[src/rtl/cache_pkg.sv]
// Shared types and block-geometry constants for the cache fill path.
package cache_pkg;

  typedef enum logic {
    IDLE = 1'b0,
    FILL = 1'b1
  } state_t;

  localparam int unsigned BLOCK_BYTES = 16;
  localparam int unsigned WORDS       = BLOCK_BYTES / 2;
  localparam int unsigned OFFSET_BITS = $clog2(BLOCK_BYTES);
  localparam logic [15:0] BLOCK_MASK  = ~16'((1 << OFFSET_BITS) - 1);

  // Clears the byte-offset field of a block holding `words` 16-bit words.
  function automatic logic [15:0] block_mask(input int unsigned words);
    return ~(16'(2 * words) - 16'd1);
  endfunction

endpackage

[src/rtl/fill_counter.sv]
// Saturating word counter for one side (issue or return) of a block fill.
module fill_counter #(
  parameter int unsigned WORDS = 8,
  parameter int unsigned CW    = $clog2(WORDS) + 1
) (
  input  logic          clk,
  input  logic          rst_n,
  input  logic          inc,
  input  logic          clr,
  output logic [CW-1:0] cnt,
  output logic          done
);

  // Holds at WORDS so a stray increment can never wrap back to word 0.
  always_ff @(posedge clk or negedge rst_n) begin
    if (!rst_n) begin
      cnt <= '0;
    end else if (clr) begin
      cnt <= '0;
    end else if (inc && !done) begin
      cnt <= cnt + CW'(1);
    end
  end

  assign done = (cnt == CW'(WORDS));

endmodule

[src/rtl/cache_fill_fsm.sv]
// Cache miss fill controller: requests one block from memory as a pipelined
// burst of word reads and streams the returned words into the data array.
module cache_fill_fsm
  import cache_pkg::*;
#(
  parameter int unsigned WORDS = cache_pkg::WORDS
) (
  input  logic                     clk,
  input  logic                     rst_n,
  input  logic                     miss_detected,
  input  logic [15:0]              miss_address,
  input  logic                     memory_data_valid,
  input  logic [15:0]              memory_data,
  output logic                     fsm_busy,
  output logic                     mem_read_en,
  output logic [15:0]              memory_address,
  output logic                     write_data_array,
  output logic [$clog2(WORDS)-1:0] fill_word,
  output logic [15:0]              fill_data,
  output logic                     write_tag_array,
  output logic [15:0]              block_base
);

  localparam int unsigned IW = $clog2(WORDS);
  localparam int unsigned CW = IW + 1;
  localparam logic [15:0] BASE_MASK =
    (WORDS == cache_pkg::WORDS) ? BLOCK_MASK : block_mask(WORDS);

  state_t          state;
  state_t          state_next;
  logic [15:0]     base_q;
  logic [CW-1:0]   issue_cnt;
  logic [CW-1:0]   recv_cnt;
  logic            issue_done;
  logic            recv_done;
  logic            accept;
  logic            issue_inc;
  logic            recv_inc;

  fill_counter #(.WORDS(WORDS), .CW(CW)) u_issue (
    .clk   (clk),
    .rst_n (rst_n),
    .inc   (issue_inc),
    .clr   (accept),
    .cnt   (issue_cnt),
    .done  (issue_done)
  );

  fill_counter #(.WORDS(WORDS), .CW(CW)) u_recv (
    .clk   (clk),
    .rst_n (rst_n),
    .inc   (recv_inc),
    .clr   (accept),
    .cnt   (recv_cnt),
    .done  (recv_done)
  );

  always_ff @(posedge clk or negedge rst_n) begin
    if (!rst_n) begin
      state <= IDLE;
    end else begin
      state <= state_next;
    end
  end

  always_ff @(posedge clk or negedge rst_n) begin
    if (!rst_n) begin
      base_q <= '0;
    end else if (accept) begin
      base_q <= miss_address & BASE_MASK;
    end
  end

  assign block_base = base_q;

  // Requests and returns run independently; the fill ends on the last return.
  always_comb begin
    state_next       = state;
    accept           = 1'b0;
    issue_inc        = 1'b0;
    recv_inc         = 1'b0;
    fsm_busy         = 1'b0;
    mem_read_en      = 1'b0;
    memory_address   = '0;
    write_data_array = 1'b0;
    fill_word        = '0;
    fill_data        = '0;
    write_tag_array  = 1'b0;

    case (state)
      IDLE: begin
        if (miss_detected) begin
          accept     = 1'b1;
          state_next = FILL;
        end
      end
      FILL: begin
        fsm_busy = 1'b1;
        if (!issue_done) begin
          mem_read_en    = 1'b1;
          memory_address = base_q + 16'({issue_cnt, 1'b0});
          issue_inc      = 1'b1;
        end
        if (memory_data_valid && !recv_done) begin
          write_data_array = 1'b1;
          fill_word        = recv_cnt[IW-1:0];
          fill_data        = memory_data;
          recv_inc         = 1'b1;
          if (recv_cnt == CW'(WORDS - 1)) begin
            write_tag_array = 1'b1;
            state_next      = IDLE;
          end
        end
      end
      default: state_next = IDLE;
    endcase
  end

endmodule
[config.mk]
export PLATFORM = sky130hd
export DESIGN_NAME = cache_fill_fsm
export DESIGN_NICKNAME = d
export VERILOG_FILES = /design/src/rtl/cache_pkg.sv /design/src/rtl/fill_counter.sv /design/src/rtl/cache_fill_fsm.sv
export SDC_FILE = /design/constraint.sdc
export NUM_CORES = 1
export LEC_CHECK = 0
export ABC_AREA = 0
export BUFFER_PORTS_ARGS = -buffer_cell sky130_fd_sc_hd__buf_2
export CAP_MARGIN = 20
export CORE_MARGIN = 10
export CORE_UTILIZATION = 46
export DETAILED_ROUTE_END_ITERATION = 10
export PLACE_DENSITY = 0.86
export SYNTH_ARGS = -nofsm -noshare
export SYNTH_HDL_FRONTEND = slang
export SYNTH_SLANG_ARGS = --single-unit
[constraint.sdc]
create_clock -name clk -period 3.6 [get_ports clk]
set_input_delay 0.36 -clock clk [delete_from_list [all_inputs] [get_ports clk]]
set_output_delay 0.36 -clock clk [all_outputs]
set_load 0.03 [all_outputs]
==> metrics.log <==
[metrics] Die Wd: 75.6 microns
[metrics] time the final worst path needs with I/O delays and setup: 2460 ps
[metrics] Final HPWL DP: 3330 microns
[metrics] number of antenna violations at the first check in global routing: 0
[metrics] ports placed on the boundary: 91
[metrics] part of the power in combinational logic: 65.7%
[metrics] fraction of the yosys area taken by sequential cells: 36.9%
[metrics] flip-flop and latch count after synthesis: 21
[metrics] combined global-route utilization of all metal layers: 14.0%
[metrics] DRT antenna net count: 0
[metrics] fill cell instance count of the final layout: 284
[metrics] maximum fanout along the worst path: 8
[metrics] startpoint of the lowest-slack hold path: miss_address[15]
[metrics] DR iter-0 viols: 85
[metrics] detailed-router iteration count before antenna repair: 4
[metrics] post-cts gate resize count: 0
[metrics] startpoint of the most critical register-to-register path: u_issue.cnt[0]
[metrics] number of synthesis warnings: 0
[metrics] Fin. Hold Viols: 0
[metrics] cell internal power dissipation: 759 uW
[metrics] number of max-capacitance violations reported: 0
[metrics] die area: 5720 sq um
[metrics] Area Growth Syn to Fin: 31.0%
[metrics] element type at the critical path start: flip-flop
[metrics] number of max-slew violations in the final report: 0
[metrics] share of the clock period used by the worst path after layout: 68.3%
[metrics] post-synthesis cell count: 179
[metrics] Post-CTS Setup Bufs: 0
[metrics] total negative setup slack: 0 ps
[metrics] number of DRC violations after detailed routing: 0
[metrics] commonest cells after routing, fill and taps aside: sky130_fd_sc_hd__buf_2 (81), sky130_fd_sc_hd__nand2_1 (41), sky130_fd_sc_hd__dfrtp_1 (21), sky130_fd_sc_hd__and2_1 (19), sky130_fd_sc_hd__nor2_1 (12)
[metrics] Worst R2R Setup Slack: 1860 ps
[metrics] effective utilization at floorplan: 47.4%
[metrics] Hold Path Stages: 3
[metrics] worst clock skew: 9.92 ps
[metrics] cell leakage power: 1.03 nW
[metrics] CP endpoint kind: output pin
[metrics] Final WS setup: 1140 ps
[metrics] kind of path behind the tightest hold check: in2reg
[metrics] number of I/O port buffers: 81
[metrics] Total Wirelength: 4120 microns
[metrics] number of core rows: 20
[metrics] total area of multi-input combinational cells: 805 sq um
[metrics] Achievable Freq: 407 MHz
[metrics] most common library cell in the layout ignoring fill and taps: sky130_fd_sc_hd__buf_2
[metrics] net switching component of the power: 1.08 mW
[metrics] post-placement worst setup slack: 1500 ps
[metrics] maximum number of pins on one net before global-route repair: 22
[metrics] number of global-route vias before repair: 1377
[metrics] number of nets in the layout: 302
[metrics] Floorplan Core Area: 3000 sq um
[metrics] Longest Clk Path Bufs: 2
[metrics] worst skew pair latency: 300 ps
[metrics] worst setup path category: reg2out
[metrics] htree depth: 1
[metrics] setup-violating endpoint count in the final report: 0
[metrics] setup repair after global routing missed its margin: false
[metrics] average routed wire per standard cell: 14.1 microns
[metrics] via density per instance: 5.01
[metrics] critical path data required time: 3240 ps
[metrics] Worst-path clk slew: 110 ps
[metrics] relative contribution of sequential cells to total power: 28.4%
[metrics] status: finished, final reports clean
[metrics] count of vias placed by the detailed router: 1462
[metrics] global route overflow: 0
[metrics] Clock power frac: 5.9%
[metrics] data arrival at the endpoint of the critical path: 2100 ps
[metrics] clock root buffer: sky130_fd_sc_hd__clkbuf_4
[metrics] global-route wire length before repair: 6240 microns
[metrics] count of unique library cells instantiated by Yosys: 30
[metrics] hold-critical path endpoint: block_base[15]
[metrics] die height: 75.6 microns
[metrics] Post-Syn Area: 1420 sq um
[metrics] TritonCTS clock tree: built
[metrics] sw frac: 58.6%
[metrics] count of inserted antenna diode cells: 0
[metrics] clock net sink count: 21
[metrics] proportion of layout cells with a drive suffix above 1: 34.7%
[metrics] reg2reg end: u_issue.cnt[1]
[metrics] Register Area: 526 sq um
[metrics] Pwr Density: 984 nW/um^2
[metrics] Routability Congestion: 0.816
[metrics] VDD IR max: 580 uV
[metrics] Mapped Avg Cell Area: 7.95 sq um
[metrics] Post-Route Utilization: 62.1%
[metrics] Num CTS Buffers: 3
[metrics] cell depth of the worst flop-to-flop path: 6
-- how the worst max path moves through the flow --
stage	from	slack, ps	endpoint
2_1_floorplan	block_base[4]	1260	memory_address[15]
3_3_place_gp	u_issue.cnt[3]	1530	memory_address[15]
3_5_place_dp	u_issue.cnt[3]	1500	memory_address[15]
4_1_cts	u_issue.cnt[3]	1140	memory_address[15]
5_1_grt	u_issue.cnt[3]	1010	memory_address[15]
6_report	u_issue.cnt[3]	1140	memory_address[15]
-- metrics by stage --
| stage | instances | power (mW) | cell area (sq um) | hold WS (ps) |
|---|---|---|---|---|
| finish | 292 | 1.84 | 1870 | 244 |
| global route | 292 | 1.98 | 1870 | 238 |
| CTS | 292 | 1.85 | 1870 | 238 |
| detailed placement | 287 | 1.74 | 1830 | 331 |
| global placement | 287 | 1.71 | 1830 | 330 |
| floorplan | 183 | 1.38 | 1440 | 64.4 |
-- routing by layer --
| metal | global-route usage (%) | vias up | part of all wire, % |
|---|---|---|---|
| li1 | - | 744 | - |
| met1 | 15.8 | 670 | 38 |
| met2 | 24.5 | 42 | 55 |
| met3 | 3.13 | 6 | 4.4 |
| met4 | 5.98 | 0 | 1.9 |
| met5 | 0 | - | 0 |
-- power by group through the flow --
stage          Combinational, mW  Clock [mW]  Sequential, mW
2_1_floorplan              0.769           0           0.613
3_3_place_gp                1.20           0           0.514
3_5_place_dp                1.22           0           0.521
4_1_cts                     1.22       0.112           0.517
5_1_grt                     1.31       0.126           0.543
6_report                    1.21       0.108           0.521
-- cell type report --
class,count,area share (%)
clock buffer,4,1.41
inverter,10,2.01
multi-input combinational,140,43.1
sequential,21,28.2
tap,33,2.21
timing repair buffer,84,23.1
-- sequential cells by signal (all words and copies together) (netlist names) --
register	cells
block_base	12
state	1
u_issue.cnt	4
u_recv.cnt	4
-- repair_timing --
item,4_1_cts,5_1_grt
hold endpoints to repair,18,0
setup endpoints to repair,0,0
hold buffers,1,0
-- cells by family (layout without fill, tap and decap cells) --
kind of cell | count (synthesis) | in the layout | share of synthesized area [%]
DFF | 21 | 21 | 36.9
xor gates and xnor gates | 5 | 5 | 3.08
adders and majority gates | 6 | 6 | 5.27
and+or+nand+nor | 97 | 97 | 35.3
buffers and inverters | 22 | 98 | 7.65
muxes | 2 | 2 | 1.49
AOI/OAI and AO/OA | 25 | 25 | 10.0
other | 1 | 5 | 0.263
-- synth_stat cells --
library cell / instances / share of area (%)
sky130_fd_sc_hd__clkbuf_1: 5 / 1.3
sky130_fd_sc_hd__a21oi_1: 8 / 2.8
sky130_fd_sc_hd__nor2_1: 12 / 3.2
sky130_fd_sc_hd__nand2_1: 41 / 11
sky130_fd_sc_hd__nand4_1: 3 / 1.3
sky130_fd_sc_hd__nand2b_1: 1 / 0.44
sky130_fd_sc_hd__conb_1: 1 / 0.26
sky130_fd_sc_hd__nor2b_1: 2 / 0.88
sky130_fd_sc_hd__a31oi_1: 1 / 0.44
sky130_fd_sc_hd__nand4_4: 2 / 3.0
sky130_fd_sc_hd__and2_1: 19 / 8.3
sky130_fd_sc_hd__o31ai_1: 5 / 2.6
sky130_fd_sc_hd__nand3_1: 7 / 2.5
sky130_fd_sc_hd__or3_2: 1 / 0.53
sky130_fd_sc_hd__xnor2_1: 2 / 1.2
sky130_fd_sc_hd__buf_4: 5 / 2.6
sky130_fd_sc_hd__mux2_2: 1 / 0.79
sky130_fd_sc_hd__and3_1: 1 / 0.44
sky130_fd_sc_hd__buf_1: 1 / 0.26
sky130_fd_sc_hd__mux2i_1: 1 / 0.70
sky130_fd_sc_hd__buf_6: 1 / 0.79
sky130_fd_sc_hd__ha_1: 6 / 5.3
sky130_fd_sc_hd__nand3b_1: 1 / 0.53
sky130_fd_sc_hd__inv_1: 10 / 2.6
sky130_fd_sc_hd__dfrtp_1: 21 / 37
sky130_fd_sc_hd__or4_1: 4 / 2.1
sky130_fd_sc_hd__o21ai_0: 10 / 3.5
sky130_fd_sc_hd__a41oi_1: 1 / 0.62
sky130_fd_sc_hd__or3_1: 3 / 1.3
sky130_fd_sc_hd__xor2_1: 3 / 1.8
-- worst max-delay path, stage by stage (launching register included) --
cell and delay (ps):
sky130_fd_sc_hd__dfrtp_1 460, sky130_fd_sc_hd__ha_1 300, sky130_fd_sc_hd__nand4_4 170, sky130_fd_sc_hd__or4_1 490
sky130_fd_sc_hd__a21oi_1 140, sky130_fd_sc_hd__buf_2 220
Power figures use the tool's default switching activity.
